$ cat config.mk
export PLATFORM = sky130hd
export DESIGN_NAME = multicycle_ctrl
export DESIGN_NICKNAME = d
export VERILOG_FILES = /design/src/rtl/multicycle_ctrl.sv
export SDC_FILE = /design/constraint.sdc
export NUM_CORES = 1
export LEC_CHECK = 0
export CORE_ASPECT_RATIO = 0.7
export CORE_MARGIN = 5
export CORE_UTILIZATION = 30
export DETAILED_ROUTE_END_ITERATION = 10
export MAX_ROUTING_LAYER = met4
export PLACE_DENSITY = 0.6
export REMOVE_ABC_BUFFERS = 1
export SYNTH_ARGS = -nofsm -noshare
export SYNTH_HDL_FRONTEND = slang
export SYNTH_SLANG_ARGS = --single-unit
$ cat constraint.sdc
create_clock -name clk -period 7.15 [get_ports clk]
set_input_delay 2.145 -clock clk [delete_from_list [all_inputs] [get_ports clk]]
set_output_delay 2.145 -clock clk [all_outputs]
set_load 0.03 [all_outputs]
$ cat src/rtl/multicycle_ctrl.sv
// multicycle_ctrl
// Multi-cycle control sequencer for an RV32 datapath. Each instruction is
// stepped through FETCH / DECODE / EXEC / MEM / WB. The block drives the
// datapath enables, the mux selects and the ALU control. Instruction fetch
// and load/store traffic share one memory port with a req/ready handshake.
// A watchdog halts the machine if a request waits too long.
//
// Configuration macro: MC_ILLEGAL_TRAP_EN
//   defined     : an illegal opcode in DECODE stops the machine in HALT.
//   not defined : an illegal opcode is retired as a NOP.
//
// Parameter:
//   WAIT_MAX  cycles a request may stay unacknowledged (0 = no timeout)
//
// Ports:
//   clk, rst_n            clock (rising edge), async active-low reset
//   run                   start/continue fetching, sampled at boundaries
//   opcode/funct3/funct7  instruction register fields
//   zero                  ALU zero flag, used for branch decisions
//   mem_ready             memory acknowledge for the current request
//   mem_req/mem_we/iord   memory request, write strobe, address select
//   ir_write/pc_write     IR latch and PC load enables
//   pc_src                0 = PC+4, 1 = branch target
//   reg_write/mem_to_reg  register write enable and writeback select
//   alu_src/alu_ctl       ALU operand B select and ALU operation
//   retire                one-cycle pulse on instruction completion
//   mem_err               sticky memory timeout flag
//   halted/state          HALT indicator and current state for debug

module multicycle_ctrl #(
  parameter int unsigned WAIT_MAX = 16
) (
  input  logic       clk,
  input  logic       rst_n,
  input  logic       run,
  input  logic [6:0] opcode,
  input  logic [2:0] funct3,
  input  logic [6:0] funct7,
  input  logic       zero,
  input  logic       mem_ready,
  output logic       mem_req,
  output logic       mem_we,
  output logic       iord,
  output logic       ir_write,
  output logic       pc_write,
  output logic       pc_src,
  output logic       reg_write,
  output logic       mem_to_reg,
  output logic       alu_src,
  output logic [3:0] alu_ctl,
  output logic       retire,
  output logic       mem_err,
  output logic       halted,
  output logic [2:0] state
);

  typedef enum logic [2:0] {
    S_IDLE   = 3'd0,
    S_FETCH  = 3'd1,
    S_DECODE = 3'd2,
    S_EXEC   = 3'd3,
    S_MEM    = 3'd4,
    S_WB     = 3'd5,
    S_HALT   = 3'd6
  } state_t;

  localparam logic [6:0] OP_R      = 7'b0110011;
  localparam logic [6:0] OP_I      = 7'b0010011;
  localparam logic [6:0] OP_LOAD   = 7'b0000011;
  localparam logic [6:0] OP_STORE  = 7'b0100011;
  localparam logic [6:0] OP_BRANCH = 7'b1100011;

  localparam logic [3:0] ALU_AND = 4'b0000;
  localparam logic [3:0] ALU_OR  = 4'b0001;
  localparam logic [3:0] ALU_ADD = 4'b0010;
  localparam logic [3:0] ALU_SUB = 4'b0110;
  localparam logic [3:0] ALU_SLT = 4'b0111;

  // The counter only ever has to hold WAIT_MAX-1; the timeout fires on the
  // cycle that would take it to WAIT_MAX.
  localparam int unsigned CW = (WAIT_MAX < 2) ? 1 : $clog2(WAIT_MAX + 1);
  localparam logic [CW-1:0] WAIT_LAST = CW'((WAIT_MAX == 0) ? 0 : WAIT_MAX - 1);

  state_t        state_q, state_d;
  logic [CW-1:0] wait_cnt_q, wait_cnt_d;
  logic          mem_err_q, mem_err_d;

  logic       is_r, is_i, is_load, is_store, is_branch, is_legal;
  logic [3:0] alu_fn;

  assign is_r      = (opcode == OP_R);
  assign is_i      = (opcode == OP_I);
  assign is_load   = (opcode == OP_LOAD);
  assign is_store  = (opcode == OP_STORE);
  assign is_branch = (opcode == OP_BRANCH);
  assign is_legal  = is_r | is_i | is_load | is_store | is_branch;

  // funct3 to ALU operation for R-type and I-ALU. SUB exists only for
  // R-type, since an I-type funct7 slot is really immediate bits.
  always_comb begin
    alu_fn = ALU_ADD;
    case (funct3)
      3'b000:  alu_fn = (is_r && funct7 == 7'b0100000) ? ALU_SUB : ALU_ADD;
      3'b111:  alu_fn = ALU_AND;
      3'b110:  alu_fn = ALU_OR;
      3'b010:  alu_fn = ALU_SLT;
      default: alu_fn = ALU_ADD;
    endcase
  end

  always_ff @(posedge clk or negedge rst_n) begin
    if (!rst_n) begin
      state_q    <= S_IDLE;
      wait_cnt_q <= '0;
      mem_err_q  <= 1'b0;
    end else begin
      state_q    <= state_d;
      wait_cnt_q <= wait_cnt_d;
      mem_err_q  <= mem_err_d;
    end
  end

  // Next-state and output decode. The wait counter defaults to zero, so it
  // clears on any acknowledge and whenever no request is outstanding.
  always_comb begin
    state_d    = state_q;
    wait_cnt_d = '0;
    mem_err_d  = mem_err_q;
    mem_req    = 1'b0;
    mem_we     = 1'b0;
    iord       = 1'b0;
    ir_write   = 1'b0;
    pc_write   = 1'b0;
    pc_src     = 1'b0;
    reg_write  = 1'b0;
    mem_to_reg = 1'b0;
    alu_src    = 1'b0;
    alu_ctl    = ALU_ADD;
    retire     = 1'b0;
    halted     = 1'b0;

    case (state_q)
      S_IDLE: begin
        if (run) state_d = S_FETCH;
      end

      S_FETCH: begin
        mem_req = 1'b1;
        if (mem_ready) begin
          ir_write = 1'b1;
          pc_write = 1'b1;
          state_d  = S_DECODE;
        end
      end

      S_DECODE: begin
        if (is_legal) begin
          state_d = S_EXEC;
        end else begin
`ifdef MC_ILLEGAL_TRAP_EN
          state_d = S_HALT;
`else
          // PC was already advanced in FETCH, so a NOP just retires.
          retire  = 1'b1;
          state_d = run ? S_FETCH : S_IDLE;
`endif
        end
      end

      S_EXEC: begin
        if (is_r) begin
          alu_src = 1'b0;
          alu_ctl = alu_fn;
          state_d = S_WB;
        end else if (is_i) begin
          alu_src = 1'b1;
          alu_ctl = alu_fn;
          state_d = S_WB;
        end else if (is_load || is_store) begin
          alu_src = 1'b1;
          state_d = S_MEM;
        end else if (is_branch) begin
          alu_src = 1'b0;
          alu_ctl = ALU_SUB;
          pc_src  = 1'b1;
          case (funct3)
            3'b000:  pc_write = zero;
            3'b001:  pc_write = ~zero;
            default: pc_write = 1'b0;
          endcase
          retire  = 1'b1;
          state_d = run ? S_FETCH : S_IDLE;
        end else begin
          state_d = S_IDLE;
        end
      end

      S_MEM: begin
        mem_req = 1'b1;
        iord    = 1'b1;
        mem_we  = is_store;
        alu_src = 1'b1;
        if (mem_ready) begin
          if (is_store) begin
            retire  = 1'b1;
            state_d = run ? S_FETCH : S_IDLE;
          end else begin
            state_d = S_WB;
          end
        end
      end

      S_WB: begin
        reg_write  = 1'b1;
        mem_to_reg = is_load;
        if (is_r) begin
          alu_src = 1'b0;
          alu_ctl = alu_fn;
        end else begin
          alu_src = 1'b1;
          alu_ctl = is_i ? alu_fn : ALU_ADD;
        end
        retire  = 1'b1;
        state_d = run ? S_FETCH : S_IDLE;
      end

      S_HALT: begin
        halted = 1'b1;
      end

      default: begin
        state_d = S_IDLE;
      end
    endcase

    // Memory watchdog: an acknowledge in the same cycle always wins.
    if (WAIT_MAX != 0 && mem_req && !mem_ready) begin
      if (wait_cnt_q == WAIT_LAST) begin
        mem_err_d = 1'b1;
        state_d   = S_HALT;
      end else begin
        wait_cnt_d = wait_cnt_q + 1'b1;
      end
    end
  end

  assign mem_err = mem_err_q;
  assign state   = state_q;

endmodule

==> metrics.csv, run 1 <==
metric,value,unit
multi_input_area,536,sq um
synth.area.top_cells,"dfrtp_1, nand2_1, a21oi_1, nor2_1, nor4b_1",
whs,456,ps
critPathKind,primary input to output port,
ys_seq_area_share,27.3,%
synth_common_cells,"nand2_1, dfrtp_1, nor2_1, a21oi_1, inv_1",
postCtsSetupBuffers,0,
core_area,0.00255,sq mm
antenna_found_initial,0,
post-route-period-util,92.8,%
grt_overflow_total,0,
synthCells,105,
r2r_slack,5640,ps
cap_violations,0,
synth_edf_count,0,
start_util,32.3,%
cts.sinks,9,
portBuffers,39,
post_drt_wl_per_cell,13.6,microns
r2r_cells,5,
hold_viol,0,
setup_tns,0,ps
die_x,72.7,microns
critPathRequiredTime,5010,ps
status,finished clean,
dp_cells,172,
drtIter0Drc,115,
via_per_inst,5.11,
drc_errors,0,
cts_buffer_depth,2,
fmax,151,MHz
final-seq-area,225,sq um
synthFlopType,dfrtp_1,
root_buffer,clkbuf_8,
avgSynthCellArea,7.85,sq um
grt_pass1_wl,4.08,mm
r2r_end,state[1]$_DFF_PN0_,
n_antenna_cell,0,
hold_buffers,0,
cts_resized,0,
clk_pin_slew,40,ps
instances_no_fill,176,
synth_cell_types,45,
n_fill_cell,262,
setup_viol,0,
grt_pass1_vias,836,
fin_nets,167,
fin_util,49.6,%
final.min_clock_period,6630,ps
powerDensity,298,mW/mm^2
final_antenna_net_count,0,
cts_tree,yes,
hold_start,mem_err$_DFFE_PN0P_,
finalPower,0.377,mW
worstHoldPathCells,1,
wirelength,2.39,mm
place.gp.congestion,0.780,
die_y,53.9,microns
startpoint_type,primary input,
grt_usage,14.1,%
ys_ff_latch,9,
clock_latency,230,ps
leakage,0.502,nW
skew,1.13,ps
worstSetupEndpointType,output port,
critical_path.startpoint,opcode[4],
drive_gt1_share,4.93,%
slew_headroom,56.3,%
yosysWarnings,0,
r2r-start,wait_cnt_q[0]$_DFF_PN0_,
synth.top_cell.area_share,27.3,%
vias,899,
whs_endpoint,mem_err$_DFFE_PN0P_,
slew_viol_final,0,
ys_async_sr_fraction,100,%
path_max_fanout,6,
ios,41,
core.rowCount,15,
vdd_drop_max,0.000125,V
grt_start_max_net_pins,24,
cts_buffers,3,
htree_levels,1,
hold_class,flip-flop to flip-flop,
synth_top_area_cell,dfrtp_1,
yosysMostFrequentCell,nand2_1,
grt_setup_unrepaired,false,
worstMarginPinSlew,655,ps
place_hpwl,1.97,mm
die_area,0.00391,sq mm
area_growth,53.4,%
cp.arrival,4490,ps
synth_area,825,sq um
drt_pass1_iterations,4,
-- power by group --
group          switching, mW  internal [mW]
logic                  0.121         0.0954
clock network         0.0188         0.0387
registers             0.0396         0.0628
-- logic make-up (layout without fill, tap and decap cells) --
| family | Yosys count | count (layout) | synth area share (%) |
|---|---|---|---|
| AOI/OAI and AO/OA | 26 | 26 | 20.9 |
| buffers and inverters | 13 | 50 | 7.74 |
| and+or+nand+nor | 51 | 51 | 37.3 |
| DFF | 9 | 9 | 27.3 |
| other | 1 | 1 | 0.455 |
| adders and majority gates | 2 | 2 | 3.03 |
| xor gates and xnor gates | 3 | 3 | 3.19 |
-- flip-flops by register name, summed over array words and instances (netlist names) --
name / flops
wait_cnt_q: 5
state: 3
mem_err: 1
-- layout make-up --
cell class | count | area share, %
repair buffers | 39 | 30.9
clock buffers | 4 | 3.56
inverters | 7 | 2.08
flip-flops and latches | 9 | 17.8
well taps | 34 | 3.36
multi-input cells | 83 | 42.3
-- routing by layer --
layer,part of all wire [%],GRT usage (%),vias up
li1,-,-,458
met1,46,18.7,414
met2,49,21.7,22
met3,4.5,3.36,5
met4,1.1,3.68,0
met5,0,-,-
-- critical path, cell delays in order --
cell             delay, ps
clkdlybuf4s50_1        530
nor3b_1                340
nand2_1                160
or4_1                  420
a31oi_1                190
clkdlybuf4s50_1        700
-- placed cells by master, fill, tap and decap left out, drive strengths merged, types with 4 or more instances in the layout --
cell type / instances
dfrtp: 9
inv: 7
nand2: 10
nor2: 8
clkdlybuf4s50: 39
o21ai: 4
a21oi: 7
nor3: 4
clkbuf: 4
nand3: 5
a31oi: 4
-- how the worst max path moves through the flow --
stage	to
final	retire
after global placement	retire
after detailed placement	retire
after CTS	retire
after global routing	retire
after floorplan	retire
-- stage by stage --
stage / setup slack (ps) / instance area, sq um
floorplan: 1350 / 787
global placement: 511 / 1220
detailed placement: 519 / 1220
CTS: 512 / 1260
global route: 376 / 1260
finish: 518 / 1260
Note: power is estimated with default switching activity, not from simulation.
==> inputs of run 2 (changes only) <==
--- a/config.mk
+++ b/config.mk
@@ -12,6 +12,7 @@
 export MAX_ROUTING_LAYER = met4
 export PLACE_DENSITY = 0.6
 export REMOVE_ABC_BUFFERS = 1
+export SLEW_MARGIN = 20
 export SYNTH_ARGS = -nofsm -noshare
 export SYNTH_HDL_FRONTEND = slang
 export SYNTH_SLANG_ARGS = --single-unit
==> results of run 2 <==
The final DEF is identical to that of run 1; final timing and power are the same.
==> variant 1, RTL diff (flow settings as in run 2) <==
Set the parameter `WAIT_MAX` to 8 (it was 16).
--- a/src/rtl/multicycle_ctrl.sv
+++ b/src/rtl/multicycle_ctrl.sv
@@ -28,7 +28,7 @@
 //   halted/state          HALT indicator and current state for debug
 
 module multicycle_ctrl #(
-  parameter int unsigned WAIT_MAX = 16
+  parameter int unsigned WAIT_MAX = 8
 ) (
   input  logic       clk,
   input  logic       rst_n,
Behaviour: not the same (Yosys sat finds a counterexample within 10 cycles, from zero or initial values and one cycle with rst_n low).
==> variant 1 against run 2 <==
Maximum frequency increased by 3.2%. Critical path type unchanged. Non-clock buffer count did not move. Cell area grew 4.2%. Power down 4.8%. Count of clock-buffer cells in the layout down 1. Synthesized area is 7.3% higher. Clock skew grew 0.0014 ns. Wire length grew 7.1%. Synthesized cell count down 2.9%. Setup slack better by 0.21 ns. Sequential cell count fell by 1. Utilization fell by 2.5 points. First-iteration DRC count is 46% lower.
==> variant 1: results <==
[logic_synthesis]
yosys_warnings = 0
ys_types = 45
synth.area.top_cells = "dfrtp_1 23%, nor2_1 4.7%, nand2b_1 4.2%"
synth.top_cells.by_count = "11 x nor2_1, 8 x dfrtp_1, 8 x nand2_1"
ys_seq_area_share_pct = 22.63

[cts]
cts_max_level = 1
hold_buffers = 0
clockBufferDepth = 2
clkLatencyLatePin_ns = 0.23
cts_setup_buffers = 0
clockRootBuffer = "clkbuf_8"

[timing]
slew_headroom_pct = 64.75
finClkSkew_ns = 0.002580

[global_routing]
grtUsageTotal_pct = 12.91
grt_pass1_vias = 876
grt_max_degree = 17
grt_pass1_wl_um = 4140
antenna_found_initial = 0

[detailed_routing]
initialDrtViolationCount = 62
top_layer_used = "met4"
via_count = 905
route.met2.wl_um = 1367
wl_met3_um = 60
drt_first_pass_iters = 4
m1WireLength_um = 1102
drt-total-wl_um = 2558

[hold_path]
min_to = "mem_err$_DFFE_PN0P_"
min_from = "mem_err$_DFFE_PN0P_"

[final_layout]
drive_gt1_share_pct = 11.59
top_register = "wait_cnt_q"
diodes = 0
largest_register_ffs = 4
final_nets = 164

[outcome]
status = "finished clean"

[setup_path]
crit_fanout = 9
worstPathArrival_ns = 4.28
r2r_setup_slack_ns = 5.55
r2r-end = "wait_cnt_q[0]$_DFF_PN0_"
reg2reg_depth = 4
rr_startpoint = "state[0]$_DFF_PN0_"

[power_and_ir_drop]
leakagePower_uw = 0.0005052
vdd_ir_drop_max_uv = 133.3

[placement]
gp_congestion = 0.8725
pre_cts_ws_ns = 0.7405
postPlaceCellArea_mm2 = 0.001276
hpwl_um = 2098
variant 1: cell count changes in the layout (fill, tap and decap cells not counted), sizes merged, moves of 3 or more:
cell and change:
nand2b +8, nand3 -4, nor2 +4, and3 -3, or4 -3
variant 1: final cells by class:
class | count | area (um2)
Inverter | 6 | 22.52
Sequential cell | 8 | 200.2
Fill cell | 271 | 1485
Multi-Input combinational cell | 82 | 618.1
Timing Repair Buffer | 39 | 390.4
Clock buffer | 3 | 41.29
Tap cell | 36 | 45.04
variant 1: worst max-delay path, stage by stage:
cell,delay (ns)
clkdlybuf4s50_1,0.58
nand2b_4,0.24
nor4_4,0.33
a22oi_1,0.13
nor2_1,0.13
clkdlybuf4s50_1,0.71
variant 1: worst max path at each step:
stage              start  endpoint  slack (ns)  depth (start not counted)
6_report       opcode[4]  pc_write        0.72                          6
5_1_grt        opcode[4]  pc_write        0.62                          6
4_1_cts        opcode[4]  pc_write        0.74                          6
3_5_place_dp   opcode[4]  pc_write        0.74                          6
3_3_place_gp   opcode[4]  pc_write        0.77                          6
2_1_floorplan  opcode[2]    retire        1.53                          4
variant 1: power by group:
part           total, uW  internal, uW  switching (uW)
combinational        212          94.9             117
sequential          92.1          55.9            36.2
clock               55.0          36.5            18.5
total                359           187             171
variant 1: cell families (layout without fill, tap and decap cells):
group / count (synthesis) / after routing / share of synthesized area [%]
and+or+nand+nor: 53 / 53 / 42.43
AOI/OAI and AO/OA: 24 / 24 / 22.21
buffers and inverters: 12 / 48 / 7.496
DFF: 8 / 8 / 22.63
adders and majority gates: 2 / 2 / 2.828
xor gates and xnor gates: 2 / 2 / 1.981
other: 1 / 1 / 0.4239
variant 1: layer usage:
| layer | up-vias | global-route usage [%] |
|---|---|---|
| met2 | 20 | 20.84 |
| met5 | - | - |
| li1 | 444 | - |
| met1 | 436 | 16.29 |
| met3 | 5 | 2.174 |
| met4 | 0 | 3.807 |
variant 1: through the flow:
| step | hold slack (ns) | instances | util (%) | total power [uW] |
|---|---|---|---|---|
| finish | 0.4512 | 174 | 47.01 | 358.6 |
| floorplan | 0.4512 | 96 | - | 219.2 |
| global route | 0.4768 | 174 | 47.01 | 379.7 |
| global placement | 0.4417 | 171 | 45.54 | 303.7 |
| CTS | 0.4570 | 174 | 47.01 | 361.3 |
| detailed placement | 0.4479 | 171 | 45.54 | 304.5 |
==> variant 2, RTL diff (config.mk and constraints of run 2) <==
Made on the original files. Reset style: synchronous (`rst_n`), changed in one clocked block. Comments in the files are not updated.
--- a/src/rtl/multicycle_ctrl.sv
+++ b/src/rtl/multicycle_ctrl.sv
@@ -108,7 +108,7 @@
     endcase
   end
 
-  always_ff @(posedge clk or negedge rst_n) begin
+  always_ff @(posedge clk) begin
     if (!rst_n) begin
       state_q    <= S_IDLE;
       wait_cnt_q <= '0;
Check against the original RTL: differs if rst_n is asserted again (counterexample within 4 cycles, from zero or initial values and one cycle with rst_n low); with rst_n held inactive, the same outputs for 10 cycles.
==> variant 2 against run 2 <==
Sequential share of layout area shrank 3.3 points. Final cell count shrank 1.7%. Cell area is 1.6% lower. Synthesized area decreased by 3.6%. First-iteration DRC count decreased by 63%. Sequential cell count unchanged. Wire length down 3.8%. Register-to-register slack lost 0.08 ns. Setup slack better by 0.30 ns. Via count is 3.1% lower. Critical path type unchanged.
Power is not compared: it rests on default switching activity, and its combinational part moved more than twofold at a synthesized area within 25%.
==> variant 2: results <==
[logic_synthesis]
ys_types = 41
synth.area.top_cells = "dfxtp_1 23%, nor2b_1 5.5%, nor2_1 5.2%"
synth-compound-area-share_pct = 18.27
synth_xor_area_share_pct = 4.409
ys_seq_area_share_pct = 22.68
synth.top_cells.by_count = "11 x nor2_1, 9 x dfxtp_1, 7 x nand2_1, 7 x nor2b_1"
synth-main-ff-cell = "dfxtp_1"
postSynthAreaPerCell_um2 = 7.945

[final_layout]
multi_input_area_um2 = 568.0
fillers = 243
final_nets = 164
drive_gt1_share_pct = 8.633

[placement]
pre_cts_ws_ns = 0.8030
postPlaceCellArea_mm2 = 0.001200
gp_congestion = 0.8635

[setup_path]
crit_end = "pc_write"
crit_fanout = 5
r2r_setup_slack_ns = 5.56
reg2reg_depth = 4
rr_startpoint = "state[0]$_SDFF_PN0_"
worstPathArrival_ns = 4.19
r2r-end = "state[0]$_SDFF_PN0_"
crit_start = "opcode[6]"

[detailed_routing]
drt-total-wl_um = 2298
m1WireLength_um = 1095
vias_per_cell = 5.035
wl_met3_um = 152
route.met2.wl_um = 1041

[outcome]
status = "finished clean"

[timing]
max_freq_ghz = 0.1579
finClkSkew_ns = 0.001056

[global_routing]
grtUsageTotal_pct = 13.70
grt_pass1_wl_um = 3967
grt_use_met3_pct = 3.416
variant 2: cell count changes in the layout (fill, tap and decap cells not counted), sizes merged, moves of 3 or more:
cell	run 2	this run
dfxtp	0	9
dfrtp	9	0
nand2	10	7
nor2	8	12
nor2b	2	7
nand2b	0	5
or4	3	0
variant 2: final cells by class:
class | count | share of cell area [%]
multi-input cells | 82 | 45.63
repair buffers | 39 | 31.36
flip-flops and latches | 9 | 14.47
clock buffers | 4 | 3.618
well taps | 34 | 3.417
inverters | 5 | 1.508
variant 2: report_power, final:
part | switching, uW | internal [uW] | leakage (uW) | total, uW
sequential | 1.97 | 51.0 | 0.0000728 | 53.0
combinational | 15.1 | 17.9 | 0.000354 | 32.9
clock | 20.1 | 38.8 | 0.0000228 | 58.9
variant 2: worst reg2reg max path, delay by kind of cell (launching register included):
kind	cells	cell delay [ns]
AOI/OAI and AO/OA	2	0.30
buffers and inverters	1	0.20
DFF	1	0.61
and+or+nand+nor	1	0.42
